==> src/rtl/pwm_pkg.sv <==
// Shared definitions for the PWM fade sequencer and its PWM generator.
// Holds default widths, the sequencer state encoding and the duty stepping helper.
// No ports; imported with `import pwm_pkg::*;`.
package pwm_pkg;

  localparam int DEF_DUTY_W     = 4;
  localparam int DEF_PWM_PERIOD = 15;

  typedef enum logic [1:0] {
    IDLE   = 2'd0,
    RAMP   = 2'd1,
    HOLD   = 2'd2,
    RETURN = 2'd3
  } fade_state_t;

  // Moves cur one LSB toward tgt; never overshoots and never wraps.
  // Takes plain unsigned integers so any duty width can use it via casts.
  function automatic int unsigned step_toward(input int unsigned cur,
                                              input int unsigned tgt);
    if (cur < tgt) begin
      return cur + 1;
    end else if (cur > tgt) begin
      return cur - 1;
    end
    return cur;
  endfunction

endpackage

==> src/rtl/pwm_period_tick.sv <==
// PWM period counter: counts 0..PWM_PERIOD and wraps, flagging the terminal count.
// Ports: clk, reset (async, active-high), period_tick (high while count == PWM_PERIOD).
// Sharing this block and its reset with the PWM generator keeps both counters cycle-aligned.
module pwm_period_tick
  import pwm_pkg::*;
#(
  parameter int PWM_PERIOD = DEF_PWM_PERIOD
) (
  input  logic clk,
  input  logic reset,
  output logic period_tick
);

  localparam int CNT_W = $clog2(PWM_PERIOD + 1);

  logic [CNT_W-1:0] cnt_q;
  logic [CNT_W-1:0] cnt_d;

  assign period_tick = (cnt_q == CNT_W'(PWM_PERIOD));

  always_comb begin
    cnt_d = cnt_q + 1'b1;
    if (period_tick) begin
      cnt_d = '0;
    end
  end

  always_ff @(posedge clk or posedge reset) begin
    if (reset) begin
      cnt_q <= '0;
    end else begin
      cnt_q <= cnt_d;
    end
  end

endmodule

==> src/rtl/pwm_fade_sequencer.sv <==
// PWM fade sequencer: accepts a target duty by valid/ready and ramps duty_out one LSB per
// STEP_PERIODS PWM periods; duty only changes at a period boundary.
// Ports: clk, reset (async, active-high), cmd_valid/cmd_ready/cmd_target (command in),
//   duty_out (to generator), period_tick, busy, done (one-cycle completion pulse).
// Optional breathe mode (macro PWM_FADE_BREATHE_EN): hold at target, then ramp back to start.
module pwm_fade_sequencer
  import pwm_pkg::*;
#(
  parameter int DUTY_W       = DEF_DUTY_W,
  parameter int PWM_PERIOD   = DEF_PWM_PERIOD,
  parameter int STEP_PERIODS = 2,
  parameter int HOLD_PERIODS = 4
) (
  input  logic              clk,
  input  logic              reset,
  input  logic              cmd_valid,
  output logic              cmd_ready,
  input  logic [DUTY_W-1:0] cmd_target,
  output logic [DUTY_W-1:0] duty_out,
  output logic              period_tick,
  output logic              busy,
  output logic              done
);

  localparam int STEP_W = $clog2(STEP_PERIODS + 1);
  localparam logic [STEP_W-1:0] STEP_LAST = STEP_W'(STEP_PERIODS - 1);

  fade_state_t       state_q, state_d;
  logic [DUTY_W-1:0] duty_q, duty_d;
  logic [DUTY_W-1:0] tgt_q, tgt_d;
  logic [STEP_W-1:0] step_q, step_d;
  logic              done_q, done_d;
  logic [DUTY_W-1:0] aim;
  logic [DUTY_W-1:0] duty_step;
  logic              step_due;

`ifdef PWM_FADE_BREATHE_EN
  localparam int HOLD_W = $clog2(HOLD_PERIODS + 1);
  localparam logic [HOLD_W-1:0] HOLD_LAST = HOLD_W'(HOLD_PERIODS - 1);

  logic [DUTY_W-1:0] start_q, start_d;
  logic [HOLD_W-1:0] hold_q, hold_d;

  // On the way back the ramp aims at the duty captured when the command was accepted.
  assign aim = (state_q == RETURN) ? start_q : tgt_q;
`else
  assign aim = tgt_q;
`endif

  pwm_period_tick #(
    .PWM_PERIOD (PWM_PERIOD)
  ) u_period (
    .clk         (clk),
    .reset       (reset),
    .period_tick (period_tick)
  );

  assign duty_step = DUTY_W'(step_toward(32'(duty_q), 32'(aim)));
  // The duty register updates on the terminal-count edge, so the new value
  // is first seen by the generator at period counter 0.
  assign step_due  = period_tick && (step_q == STEP_LAST);

  assign cmd_ready = (state_q == IDLE);
  assign busy      = (state_q != IDLE);
  assign done      = done_q;
  assign duty_out  = duty_q;

  always_comb begin
    state_d = state_q;
    duty_d  = duty_q;
    tgt_d   = tgt_q;
    step_d  = step_q;
    done_d  = 1'b0;
`ifdef PWM_FADE_BREATHE_EN
    start_d = start_q;
    hold_d  = hold_q;
`endif
    case (state_q)
      IDLE: begin
        if (cmd_valid) begin
          tgt_d  = cmd_target;
          step_d = '0;
`ifdef PWM_FADE_BREATHE_EN
          start_d = duty_q;
`endif
          if (cmd_target == duty_q) begin
            done_d = 1'b1;
          end else begin
            state_d = RAMP;
          end
        end
      end
      RAMP: begin
        if (period_tick) begin
          step_d = step_q + 1'b1;
          if (step_due) begin
            step_d = '0;
            duty_d = duty_step;
            if (duty_step == tgt_q) begin
`ifdef PWM_FADE_BREATHE_EN
              state_d = HOLD;
              hold_d  = '0;
`else
              state_d = IDLE;
              done_d  = 1'b1;
`endif
            end
          end
        end
      end
`ifdef PWM_FADE_BREATHE_EN
      HOLD: begin
        if (period_tick) begin
          hold_d = hold_q + 1'b1;
          if (hold_q == HOLD_LAST) begin
            state_d = RETURN;
            step_d  = '0;
          end
        end
      end
      RETURN: begin
        if (period_tick) begin
          step_d = step_q + 1'b1;
          if (step_due) begin
            step_d = '0;
            duty_d = duty_step;
            if (duty_step == start_q) begin
              state_d = IDLE;
              done_d  = 1'b1;
            end
          end
        end
      end
`endif
      default: begin
        state_d = IDLE;
      end
    endcase
  end

  always_ff @(posedge clk or posedge reset) begin
    if (reset) begin
      state_q <= IDLE;
      duty_q  <= '0;
      tgt_q   <= '0;
      step_q  <= '0;
      done_q  <= 1'b0;
`ifdef PWM_FADE_BREATHE_EN
      start_q <= '0;
      hold_q  <= '0;
`endif
    end else begin
      state_q <= state_d;
      duty_q  <= duty_d;
      tgt_q   <= tgt_d;
      step_q  <= step_d;
      done_q  <= done_d;
`ifdef PWM_FADE_BREATHE_EN
      start_q <= start_d;
      hold_q  <= hold_d;
`endif
    end
  end

endmodule

==> config.mk <==
export PLATFORM = sky130hd
export DESIGN_NAME = pwm_fade_sequencer
export DESIGN_NICKNAME = d
export VERILOG_FILES = /design/src/rtl/pwm_pkg.sv /design/src/rtl/pwm_period_tick.sv /design/src/rtl/pwm_fade_sequencer.sv
export SDC_FILE = /design/constraint.sdc
export NUM_CORES = 1
export LEC_CHECK = 0
export ABC_AREA = 1
export ABC_CLOCK_PERIOD_IN_PS = 4250
export CAP_MARGIN = 20
export CORE_AREA = 5 5 66 68
export CTS_CLUSTER_DIAMETER = 200
export DETAILED_ROUTE_END_ITERATION = 7
export DIE_AREA = 0 0 71 73
export HOLD_SLACK_MARGIN = 0.12
export PLACE_DENSITY = 0.55
export SETUP_SLACK_MARGIN = 0.3
export SLEW_MARGIN = 5
export SYNTH_ARGS = -nofsm -noshare
export SYNTH_HDL_FRONTEND = slang
export SYNTH_HIERARCHICAL = 1
export SYNTH_SLANG_ARGS = --single-unit
==> constraint.sdc <==
create_clock -name clk -period 4.25 [get_ports clk]
set_input_delay 0.425 -clock clk [delete_from_list [all_inputs] [get_ports clk]]
set_output_delay 0.425 -clock clk [all_outputs]
set_load 0.02 [all_outputs]
==> impl_metrics.csv, run 1 <==
group,metric,value,unit
run_status,outcome,"finished clean",
yosys,synthArstFlopShare,100,%
timing,worst-slew-pin-transition,0.488,ns
clocking,cts.sink_count,16,
placed_design,preCtsSetupSlack,2.23,ns
clocking,post_cts.repair.setup_buffers,0,
layout,drive_above_1_share,9.09,%
timing,fin_ws,2.11,ns
yosys,number_of_enable_type_register_cells_in_the_synthesized_netlist,0,
drt,drt_iter0_markers,42,
yosys,synth_most_common_cell,"sky130_fd_sc_hd__nand2_1",
timing,clock-skew-final,0.00135,ns
drt,drt.antenna.violating_nets,0,
layout,areaGrowthSynthToFinish,22.0,%
clocking,clk_transition_reported_paths,0.06,ns
clocking,cts_root_buf,"sky130_fd_sc_hd__clkbuf_8",
yosys,yosysWarnings,6,
timing,setup_violations,0,
drt,num_vias,905,
clocking,numCtsBuffers,3,
drt,detail_route.wl_per_cell,11.3,µm
yosys,synth.avg_cell_area,7.80,µm²
yosys,synth-main-ff-cell,"sky130_fd_sc_hd__dfrtp_1",
pwr,power_leakage,0.641,nW
yosys,post_synth_main_area_contributors,"sky130_fd_sc_hd__dfrtp_1 37%, sky130_fd_sc_hd__nand2_1 13%, sky130_fd_sc_hd__ha_1 8.1%",
yosys,synth.top_cell.area_share,37.2,%
yosys,synth_area_leader_cell,"sky130_fd_sc_hd__dfrtp_1",
worst_setup_path,critical_path_class,"reg -> out",
worst_setup_path,worst_ep_arrival_time,1.71,ns
clocking,cts_tree,"done",
global_route,global_route_wire_length_before_repair,4160,µm
timing,report.final.slew_viol_count,0,
pwr,seqPwrFrac,55.2,%
timing,unrepaired_setup_endpoints_after_global_routing,"no",
yosys,flop_and_latch_count_out_of_synthesis,16,
placed_design,place.port_buffers,14,
timing,min_period,2.14,ns
yosys,synth.net_count,152,
floorplanning,floorplan.initialDensity,28.3,%
drt,detail_route.first_pass.iterations,4,
floorplanning,site_rows,23,
yosys,synth-simple-area-share,32.1,%
pwr,overall_power,0.276,mW
layout,multi_input_comb_area,577,µm²
yosys,post_synth_xor_area_fraction,5.70,%
pwr,power_dissipated_by_switching_net_loads,0.0545,mW
yosys,combinational_family_with_the_most_area_after_synthesis,"simple AND/OR/NAND/NOR gates",
clocking,clock_path_buffers,2,
global_route,grt_antenna_before_repair,0,
yosys,post_synth_mux_area_share,0,%
clocking,postCtsHoldBufs,0,
global_route,maximum_number_of_pins_on_one_net_before_global_route_repair,13,
yosys,yosysSeqAreaShare,37.2,%
worst_setup_path,startpoint_type,"flip-flop",
yosys,synthesis.area,1080,µm²
global_route,grt_overflow,0,
pwr,p_clk_share,40.5,%
worst_setup_path,setup.worst_path.end_class,"primary output",
clocking,cts-resized-gates,0,
pwr,switching_share,19.7,%
global_route,gr-usage-all-layers,10.1,%
timing,finalHoldViolations,0,
worst_setup_path,crit_path_max_fanout,3,
yosys,synthesis.instances,138,
timing,worst_slew_margin,67.4,%
floorplanning,die_x_extent,71,µm
layout,storage_cell_area,400,µm²
floorplanning,io_pins,15,
layout,diodes,0,
drt,route.detailed.drc,0,
global_route,grt_pass1_vias,953,
yosys,synthAdderAreaFrac,8.14,%
floorplanning,floorplan.core_area,3800,µm²
timing,finalCritPeriodShare,50.3,%
floorplanning,die-area,5180,µm²
drt,avgViaCountPerCell,4.44,
hold_path,timing.hold.worst.class,"in -> async",
drt,drt_wl_total,2310,µm
layout,final.fill_count,421,
layout,final_core_util,34.6,%
yosys,synth_compound_area_share,7.67,%
clocking,htree_num_levels,1,
layout,design.final.nets,170,
pwr,largest_voltage_drop_on_the_vdd_net,139,µV
placed_design,detailedPlacementHpwl,1920,µm
job,cap_viol_max_count,0,
clocking,clock_latency,0.24,ns
timing,setup_tns,0,ns
placed_design,routabilityCongestion,0.850,
yosys,count_of_unique_library_cells_instantiated_by_yosys,22,
worst_setup_path,required_arrival_time_at_the_worst_endpoint,3.83,ns
pwr,power.density_cell_area,210,nW/µm²
pwr,power.internal,0.221,mW
timing,clock.fmax,468,MHz
yosys,ys_top_cells_by_count,"37 x sky130_fd_sc_hd__nand2_1, 22 x sky130_fd_sc_hd__inv_1, 16 x sky130_fd_sc_hd__dfrtp_1, 13 x sky130_fd_sc_hd__nand3_1, 8 x sky130_fd_sc_hd__o21ai_0",
floorplanning,die_h,73,µm
pwr,comb_pwr_share,4.3,%
path summary, 6_finish.rpt:
check | start | end | slack [ns] | depth (start not counted)
max | u_period/cnt_q[0]$_DFF_PP0_ | period_tick | 2.11 | 4
min | reset | u_period/cnt_q[1]$_DFF_PP0_ | 0.39 | 2
max reg2reg | duty_out[0]$_DFFE_PP0P_ | state_q[0]$_DFFE_PP0P_ | 2.23 | 14
min reg2reg | step_q[1]$_DFFE_PP0P_ | step_q[1]$_DFFE_PP0P_ | 0.51 | 2
max in group asynchronous | reset | duty_out[3]$_DFFE_PP0P_ | 3.40 | 2
min in group clk | step_q[1]$_DFFE_PP0P_ | step_q[1]$_DFFE_PP0P_ | 0.51 | 2
metrics by stage:
stage	cell area, µm²	instances	hold WS, ns
2_1_floorplan	1080	138	0.191
3_3_place_gp	1270	201	0.493
3_5_place_dp	1270	201	0.504
4_1_cts	1310	204	0.382
5_1_grt	1310	204	0.410
6_report	1310	204	0.385
critical path, cell delays in order, from the launching register on:
cell and delay, ns:
sky130_fd_sc_hd__dfrtp_1 0.39, sky130_fd_sc_hd__ha_1 0.21, sky130_fd_sc_hd__nand3_1 0.13, sky130_fd_sc_hd__inv_1 0.13
sky130_fd_sc_hd__clkdlybuf4s50_1 0.62
layout make-up:
type | instances | share of cell area (%)
Timing Repair Buffer | 14 | 10.7
Clock buffer | 3 | 3.15
Sequential cell | 16 | 30.5
Multi-Input combinational cell | 98 | 43.9
Tap cell | 50 | 4.77
Inverter | 23 | 6.96
logic make-up after synthesis:
| group | after synthesis |
|---|---|
| AOI/OAI and AO/OA | 12 |
| xor gates and xnor gates | 7 |
| adders and majority gates | 7 |
| buffers and inverters | 24 |
| DFF | 16 |
| and+or+nand+nor | 72 |
power groups by stage:
| stage | combinational (mW) | sequential, mW | clock [mW] |
|---|---|---|---|
| final | 0.0119 | 0.152 | 0.112 |
| after CTS | 0.0124 | 0.152 | 0.116 |
| after floorplan | 0.00424 | 0.155 | 0 |
| after global routing | 0.0133 | 0.152 | 0.125 |
| after detailed placement | 0.0124 | 0.155 | 0 |
| after global placement | 0.0122 | 0.155 | 0 |
flip-flops by register name, indices dropped and copies added, names as in the netlist:
signal	flops
aim	4
duty_out	4
u_period/cnt_q	4
step_q	2
done	1
state_q	1
layout by cell type, fill, tap and decap left out, types with 2 or more instances in the layout:
master / n
sky130_fd_sc_hd__nand4_1: 6
sky130_fd_sc_hd__xnor2_1: 6
sky130_fd_sc_hd__nor2_1: 6
sky130_fd_sc_hd__o21ai_0: 8
sky130_fd_sc_hd__nand3_1: 13
sky130_fd_sc_hd__clkdlybuf4s50_1: 14
sky130_fd_sc_hd__ha_1: 7
sky130_fd_sc_hd__nand2_1: 37
sky130_fd_sc_hd__clkbuf_8: 3
sky130_fd_sc_hd__nor2_2: 2
sky130_fd_sc_hd__a21oi_4: 2
sky130_fd_sc_hd__dfrtp_1: 16
sky130_fd_sc_hd__inv_1: 22
sky130_fd_sc_hd__nand2_2: 3
routing by layer:
metal / wire [µm] / share of wire (%) / vias up / track usage [%]
li1: - / - / 470 / -
met1: 1040 / 45 / 415 / 11.6
met2: 1170 / 51 / 18 / 18.5
met3: 92 / 4.0 / 2 / 2.48
met4: 8 / 0.35 / 0 / 2.51
met5: 0 / 0 / - / 0
Power figures use the tool's default switching activity.
==> run 2, diff against run 1 <==
- ABC_CLOCK_PERIOD_IN_PS: 4250 -> 2200
- clock period: 4.25 -> 2.2 ns (I/O delays scaled with it)
==> run 2 against run 1 <==
Wire length grew 6.0%. First-iteration DRC count decreased by 19%. Die area unchanged. Global-route usage down 0.17 points. Total power grew 110%. Final cell count up 5.4%. Critical path depth is 9 higher. Non-clock buffer count is 10 higher. Register-to-register slack got worse by 1.8 ns. Via count grew 5.7%. Sequential share of layout area shrank 3.0 points. Hold slack got worse by 0.21 ns.
==> impl_metrics.csv, run 2 (synthesis results as in run 1) <==
group,metric,value,unit
global_route,gr-usage-all-layers,9.89,%
clocking,htree_num_levels,1,
global_route,grt_overflow,0,
drt,drt.antenna.violating_nets,0,
timing,unrepaired_setup_endpoints_after_global_routing,"yes",
floorplanning,die-area,5180,µm²
timing,clock.fmax,563,MHz
floorplanning,floorplan.core_area,3800,µm²
worst_setup_path,critical_path_class,"reg -> reg",
layout,final.fill_count,415,
clocking,clock_path_buffers,2,
layout,final_cell_mix,"34 x sky130_fd_sc_hd__nand2_1, 18 x sky130_fd_sc_hd__inv_1, 14 x sky130_fd_sc_hd__dfrtp_1",
worst_setup_path,reg2reg_slack,0.42,ns
worst_setup_path,worst_ep_arrival_time,1.92,ns
floorplanning,die_x_extent,71,µm
floorplanning,die_h,73,µm
timing,report.final.slew_viol_count,0,
floorplanning,io_pins,15,
worst_setup_path,critical_path.reg2reg.startpoint,"aim[3]$_DFFE_PP0P_",
drt,detail_route.first_pass.iterations,4,
drt,drt_iter0_markers,34,
worst_setup_path,critical_path.reg2reg.endpoint,"state_q[0]$_DFFE_PP0P_",
timing,setup_tns,0,ns
worst_setup_path,setup.worst_path.end_class,"flip-flop",
clocking,clock_latency,0.25,ns
drt,num_vias,957,
pwr,power.density_cell_area,397,nW/µm²
layout,layout_commonest_cell,"sky130_fd_sc_hd__nand2_1",
run_status,outcome,"finished clean",
global_route,maximum_number_of_pins_on_one_net_before_global_route_repair,13,
drt,route.detailed.drc,0,
timing,worst-slew-pin-transition,0.495,ns
worst_setup_path,startpoint,"aim[3]$_DFFE_PP0P_",
worst_setup_path,required_arrival_time_at_the_worst_endpoint,2.35,ns
global_route,grt_pass1_vias,967,
layout,diodes,0,
worst_setup_path,crit_path_max_fanout,5,
clocking,cts_root_buf,"sky130_fd_sc_hd__clkbuf_8",
layout,multi_input_comb_area,639,µm²
hold_path,timing.hold.worst.class,"in -> async",
clocking,clk_transition_reported_paths,0.07,ns
worst_setup_path,number_of_cells_on_the_worst_reg_to_reg_path,13,
layout,storage_cell_area,403,µm²
worst_setup_path,startpoint_type,"flip-flop",
timing,worst_slew_margin,67.0,%
drt,avgViaCountPerCell,4.45,
placed_design,routabilityCongestion,0.926,
clocking,cts_tree,"done",
job,cap_viol_max_count,0,
clocking,cts.sink_count,16,
timing,clock-skew-final,0.00508,ns
pwr,overall_power,0.582,mW
timing,setup_violations,0,
layout,drive_above_1_share,23.0,%
timing,finalHoldViolations,0,
placed_design,detailedPlacementHpwl,1910,µm
floorplanning,site_rows,23,
placed_design,place.port_buffers,14,
global_route,grt_antenna_before_repair,0,
drt,drt_wl_total,2450,µm
layout,design.final.nets,180,
timing,finalCritPeriodShare,80.8,%
pwr,largest_voltage_drop_on_the_vdd_net,240,µV
clocking,numCtsBuffers,3,
drt,detail_route.wl_per_cell,11.4,µm
global_route,global_route_wire_length_before_repair,4060,µm
layout,areaGrowthSynthToFinish,36.2,%
layout,final_core_util,38.6,%
pwr,power_leakage,0.695,nW
floorplanning,floorplan.initialDensity,28.3,%
timing,min_period,1.78,ns
==> run 2: metal layers <==
metal,up-vias,track usage [%],share of wire [%]
li1,494,-,-
met1,445,11.2,43
met2,14,17.5,52
met3,4,3.31,3.3
met4,0,3.13,1.3
met5,-,0,0
==> run 2: critical path, cell delays in order (launching register included) <==
cell and delay [ns]:
sky130_fd_sc_hd__dfrtp_1 0.39, sky130_fd_sc_hd__inv_2 0.09, sky130_fd_sc_hd__ha_4 0.22, sky130_fd_sc_hd__a21oi_4 0.19, sky130_fd_sc_hd__buf_4 0.15, sky130_fd_sc_hd__a21oi_4 0.07, sky130_fd_sc_hd__nand2_1 0.08, sky130_fd_sc_hd__nand3_1 0.09
sky130_fd_sc_hd__nand2_1 0.07, sky130_fd_sc_hd__nand2_1 0.06, sky130_fd_sc_hd__nor2_1 0.08, sky130_fd_sc_hd__nand2_1 0.07, sky130_fd_sc_hd__nand2_1 0.06, sky130_fd_sc_hd__nand2_1 0.04
==> run 2: cell type report <==
cell class	instances	area share, %
multi-input cells	98	43.6
flip-flops and latches	16	27.5
repair buffers	24	14.6
inverters	23	6.23
well taps	50	4.27
clock buffers	4	3.76
==> run 2: per-stage QoR <==
stage / setup WS, ns / area, µm² / hold slack [ns] / instances
2_1_floorplan: 0.302 / 1080 / -0.0139 / 138
3_3_place_gp: 0.261 / 1290 / 0.443 / 203
3_5_place_dp: 0.221 / 1290 / 0.445 / 203
4_1_cts: 0.292 / 1350 / 0.175 / 208
5_1_grt: 0.234 / 1470 / 0.206 / 215
6_report: 0.423 / 1470 / 0.174 / 215
==> run 2: how the worst max path moves through the flow <==
| stage | endpoint | depth (start not counted) | slack (ns) |
|---|---|---|---|
| CTS | state_q[0]$_DFFE_PP0P_ | 16 | 0.29 |
| floorplan | state_q[0]$_DFFE_PP0P_ | 12 | 0.30 |
| global placement | done$_DFF_PP0_ | 12 | 0.26 |
| finish | state_q[0]$_DFFE_PP0P_ | 13 | 0.42 |
| global route | state_q[0]$_DFFE_PP0P_ | 15 | 0.23 |
| detailed placement | state_q[0]$_DFFE_PP0P_ | 15 | 0.22 |
==> run 2: power breakdown <==
part / switching [mW] / internal (mW) / total, mW / leakage (nW)
clock: 0.106 / 0.159 / 0.264 / 0.0288
sequential: 0 / 0.294 / 0.294 / 0.186
combinational: 0.0110 / 0.0121 / 0.0232 / 0.480
total: 0.117 / 0.465 / 0.582 / 0.695
==> run 2: timing repair <==
action                                 4_1_cts  5_1_grt
hold buffers                                 0        0
endpoints found under the hold margin        0        0
resized for setup                            4       13
setup endpoints to repair                    3        2
buffers inserted                             1        7
pin swaps                                    0        6
==> run 3, diff against run 2 <==
- ABC_CLOCK_PERIOD_IN_PS: 2200 -> 1500
- PLACE_DENSITY: 0.55 -> 0.57
- clock period: 2.2 -> 1.5 ns (I/O delays scaled with it)
==> run 3 against run 2 <==
The run now ends with negative setup slack left. Combinational power grew 55%. Maximum frequency shrank 0.27%. Non-clock buffer count grew 19. Final area grew 10%. Global-route usage grew 1.7 points. Sequential cell count is the same. Via count grew 8.2%. Critical path type unchanged. Critical endpoint unchanged. Largest cell class unchanged. Largest power group unchanged.
==> impl_metrics.csv, run 3 (synthesis results as in run 1) <==
group,metric,value,unit
drt,route.detailed.drc,0,
worst_setup_path,setup.worst_path.end_class,"flip-flop",
worst_setup_path,required_arrival_time_at_the_worst_endpoint,1.64,ns
clocking,clk_transition_reported_paths,0.06,ns
placed_design,place.port_buffers,14,
drt,num_vias,1035,
layout,final.fill_count,412,
clocking,clock_path_buffers,2,
global_route,maximum_number_of_pins_on_one_net_before_global_route_repair,13,
run_status,failed_checks,"negative setup slack",
pwr,power.density_cell_area,490,nW/µm²
timing,finalHoldViolations,0,
worst_setup_path,startpoint,"duty_out[3]$_DFFE_PP0P_",
layout,design.final.nets,199,
worst_setup_path,worst_ep_arrival_time,1.93,ns
global_route,global_route_wire_length_before_repair,4800,µm
worst_setup_path,critical_path_class,"reg -> reg",
clocking,htree_num_levels,1,
worst_setup_path,crit_path_max_fanout,5,
floorplanning,floorplan.initialDensity,28.3,%
timing,report.final.slew_viol_count,0,
drt,drt_iter0_markers,47,
timing,clock.fmax,561,MHz
floorplanning,floorplan.core_area,3800,µm²
drt,drt_wl_total,2780,µm
global_route,grt_pass1_vias,1135,
timing,worst_slew_margin,66.7,%
layout,areaGrowthSynthToFinish,49.9,%
clocking,cts_tree,"done",
placed_design,detailedPlacementHpwl,2140,µm
drt,drt.antenna.violating_nets,0,
layout,diodes,0,
layout,final_cell_mix,"34 x sky130_fd_sc_hd__nand2_1, 26 x sky130_fd_sc_hd__buf_4, 17 x sky130_fd_sc_hd__inv_1",
floorplanning,io_pins,15,
clocking,cts_root_buf,"sky130_fd_sc_hd__clkbuf_8",
drt,detail_route.wl_per_cell,11.9,µm
clocking,clock_latency,0.25,ns
layout,finalNonFillerCells,233,
floorplanning,die_h,73,µm
worst_setup_path,critical_path.reg2reg.startpoint,"duty_out[3]$_DFFE_PP0P_",
job,cap_viol_max_count,0,
floorplanning,die-area,5180,µm²
timing,fin_ws,-0.282,ns
timing,finalCritPeriodShare,119,%
drt,avgViaCountPerCell,4.44,
clocking,numCtsBuffers,3,
timing,min_period,1.78,ns
timing,clock-skew-final,0.00152,ns
timing,worst-slew-pin-transition,0.500,ns
timing,unrepaired_setup_endpoints_after_global_routing,"yes",
global_route,grt_antenna_before_repair,0,
run_status,outcome,"finished, violations left",
hold_path,timing.hold.worst.class,"in -> async",
pwr,overall_power,0.790,mW
floorplanning,die_x_extent,71,µm
layout,layout_commonest_cell,"sky130_fd_sc_hd__nand2_1",
placed_design,place.detailed.instances,220,
global_route,grt_overflow,0,
placed_design,routabilityCongestion,0.745,
global_route,gr-usage-all-layers,11.6,%
worst_setup_path,startpoint_type,"flip-flop",
floorplanning,site_rows,23,
layout,drive_above_1_share,39.3,%
pwr,power_leakage,0.787,nW
pwr,largest_voltage_drop_on_the_vdd_net,280,µV
timing,setup_violations,4,
clocking,cts.sink_count,16,
drt,detail_route.first_pass.iterations,4,
[run 3: final timing paths]
| path | endpoint | slack, ns | depth (start not counted) |
|---|---|---|---|
| min reg2reg | step_q[1]$_DFFE_PP0P_ | 0.52 | 2 |
| max reg2reg | state_q[0]$_DFFE_PP0P_ | -0.28 | 13 |
| min in group clk | state_q[0]$_DFFE_PP0P_ | 0.49 | 3 |
| max | state_q[0]$_DFFE_PP0P_ | -0.28 | 13 |
| max in group asynchronous | u_period/cnt_q[2]$_DFF_PP0_ | 0.70 | 3 |
| min | aim[0]$_DFFE_PP0P_ | 0.25 | 2 |
[run 3: layout make-up]
class,count,area (µm²),area share (%)
Sequential cell,16,405,25.1
Timing Repair Buffer,43,342,21.2
Clock buffer,3,41.3,2.56
Tap cell,50,62.6,3.88
Inverter,23,91.3,5.66
Multi-Input combinational cell,98,671,41.6
[run 3: worst max-delay path, stage by stage (launching register included)]
cell                       delay [ns]
sky130_fd_sc_hd__dfrtp_2         0.43
sky130_fd_sc_hd__ha_4            0.30
sky130_fd_sc_hd__nand2_4         0.06
sky130_fd_sc_hd__clkinv_4        0.06
sky130_fd_sc_hd__nand3_4         0.08
sky130_fd_sc_hd__buf_4           0.14
sky130_fd_sc_hd__nand3_1         0.13
sky130_fd_sc_hd__nand3_2         0.11
sky130_fd_sc_hd__nand2_1         0.07
sky130_fd_sc_hd__nand2_1         0.04
sky130_fd_sc_hd__nor2_1          0.08
sky130_fd_sc_hd__nand2_1         0.07
sky130_fd_sc_hd__nand2_1         0.06
sky130_fd_sc_hd__nand2_1         0.04
[run 3: what timing repair did]
action	4_1_cts	5_1_grt
hold endpoints to repair	4	0
setup endpoints to repair	16	10
buffers inserted	7	2
hold buffers	1	0
resized for setup	39	6
pin swaps	7	3
[run 3: power by group]
group / total, mW / internal, mW / leakage (nW) / switching [mW]
combinational: 0.0360 / 0.0195 / 0.583 / 0.0165
sequential: 0.431 / 0.431 / 0.183 / 0
clock: 0.323 / 0.178 / 0.0216 / 0.145
total: 0.790 / 0.629 / 0.787 / 0.162
[run 3: per-layer routing]
layer  wire (µm)  track usage [%]
met5           0                0
met1        1210             13.2
met4          12             3.34
met3         118             1.93
met2        1440             22.0
[run 3: through the flow]
| step | hold WS, ns | setup WS, ns | area, µm² | TNS, ns | util [%] |
|---|---|---|---|---|---|
| 3_5_place_dp | 0.371 | -0.309 | 1470 | -0.836 | 38.8 |
| 6_report | 0.251 | -0.282 | 1610 | -0.806 | 42.5 |
| 5_1_grt | 0.331 | -0.428 | 1610 | -1.50 | 42.5 |
| 4_1_cts | 0.271 | -0.290 | 1580 | -0.879 | 41.7 |
| 2_1_floorplan | -0.0839 | -0.219 | 1140 | -0.421 | - |
| 3_3_place_gp | 0.367 | -0.275 | 1470 | -0.674 | 38.8 |
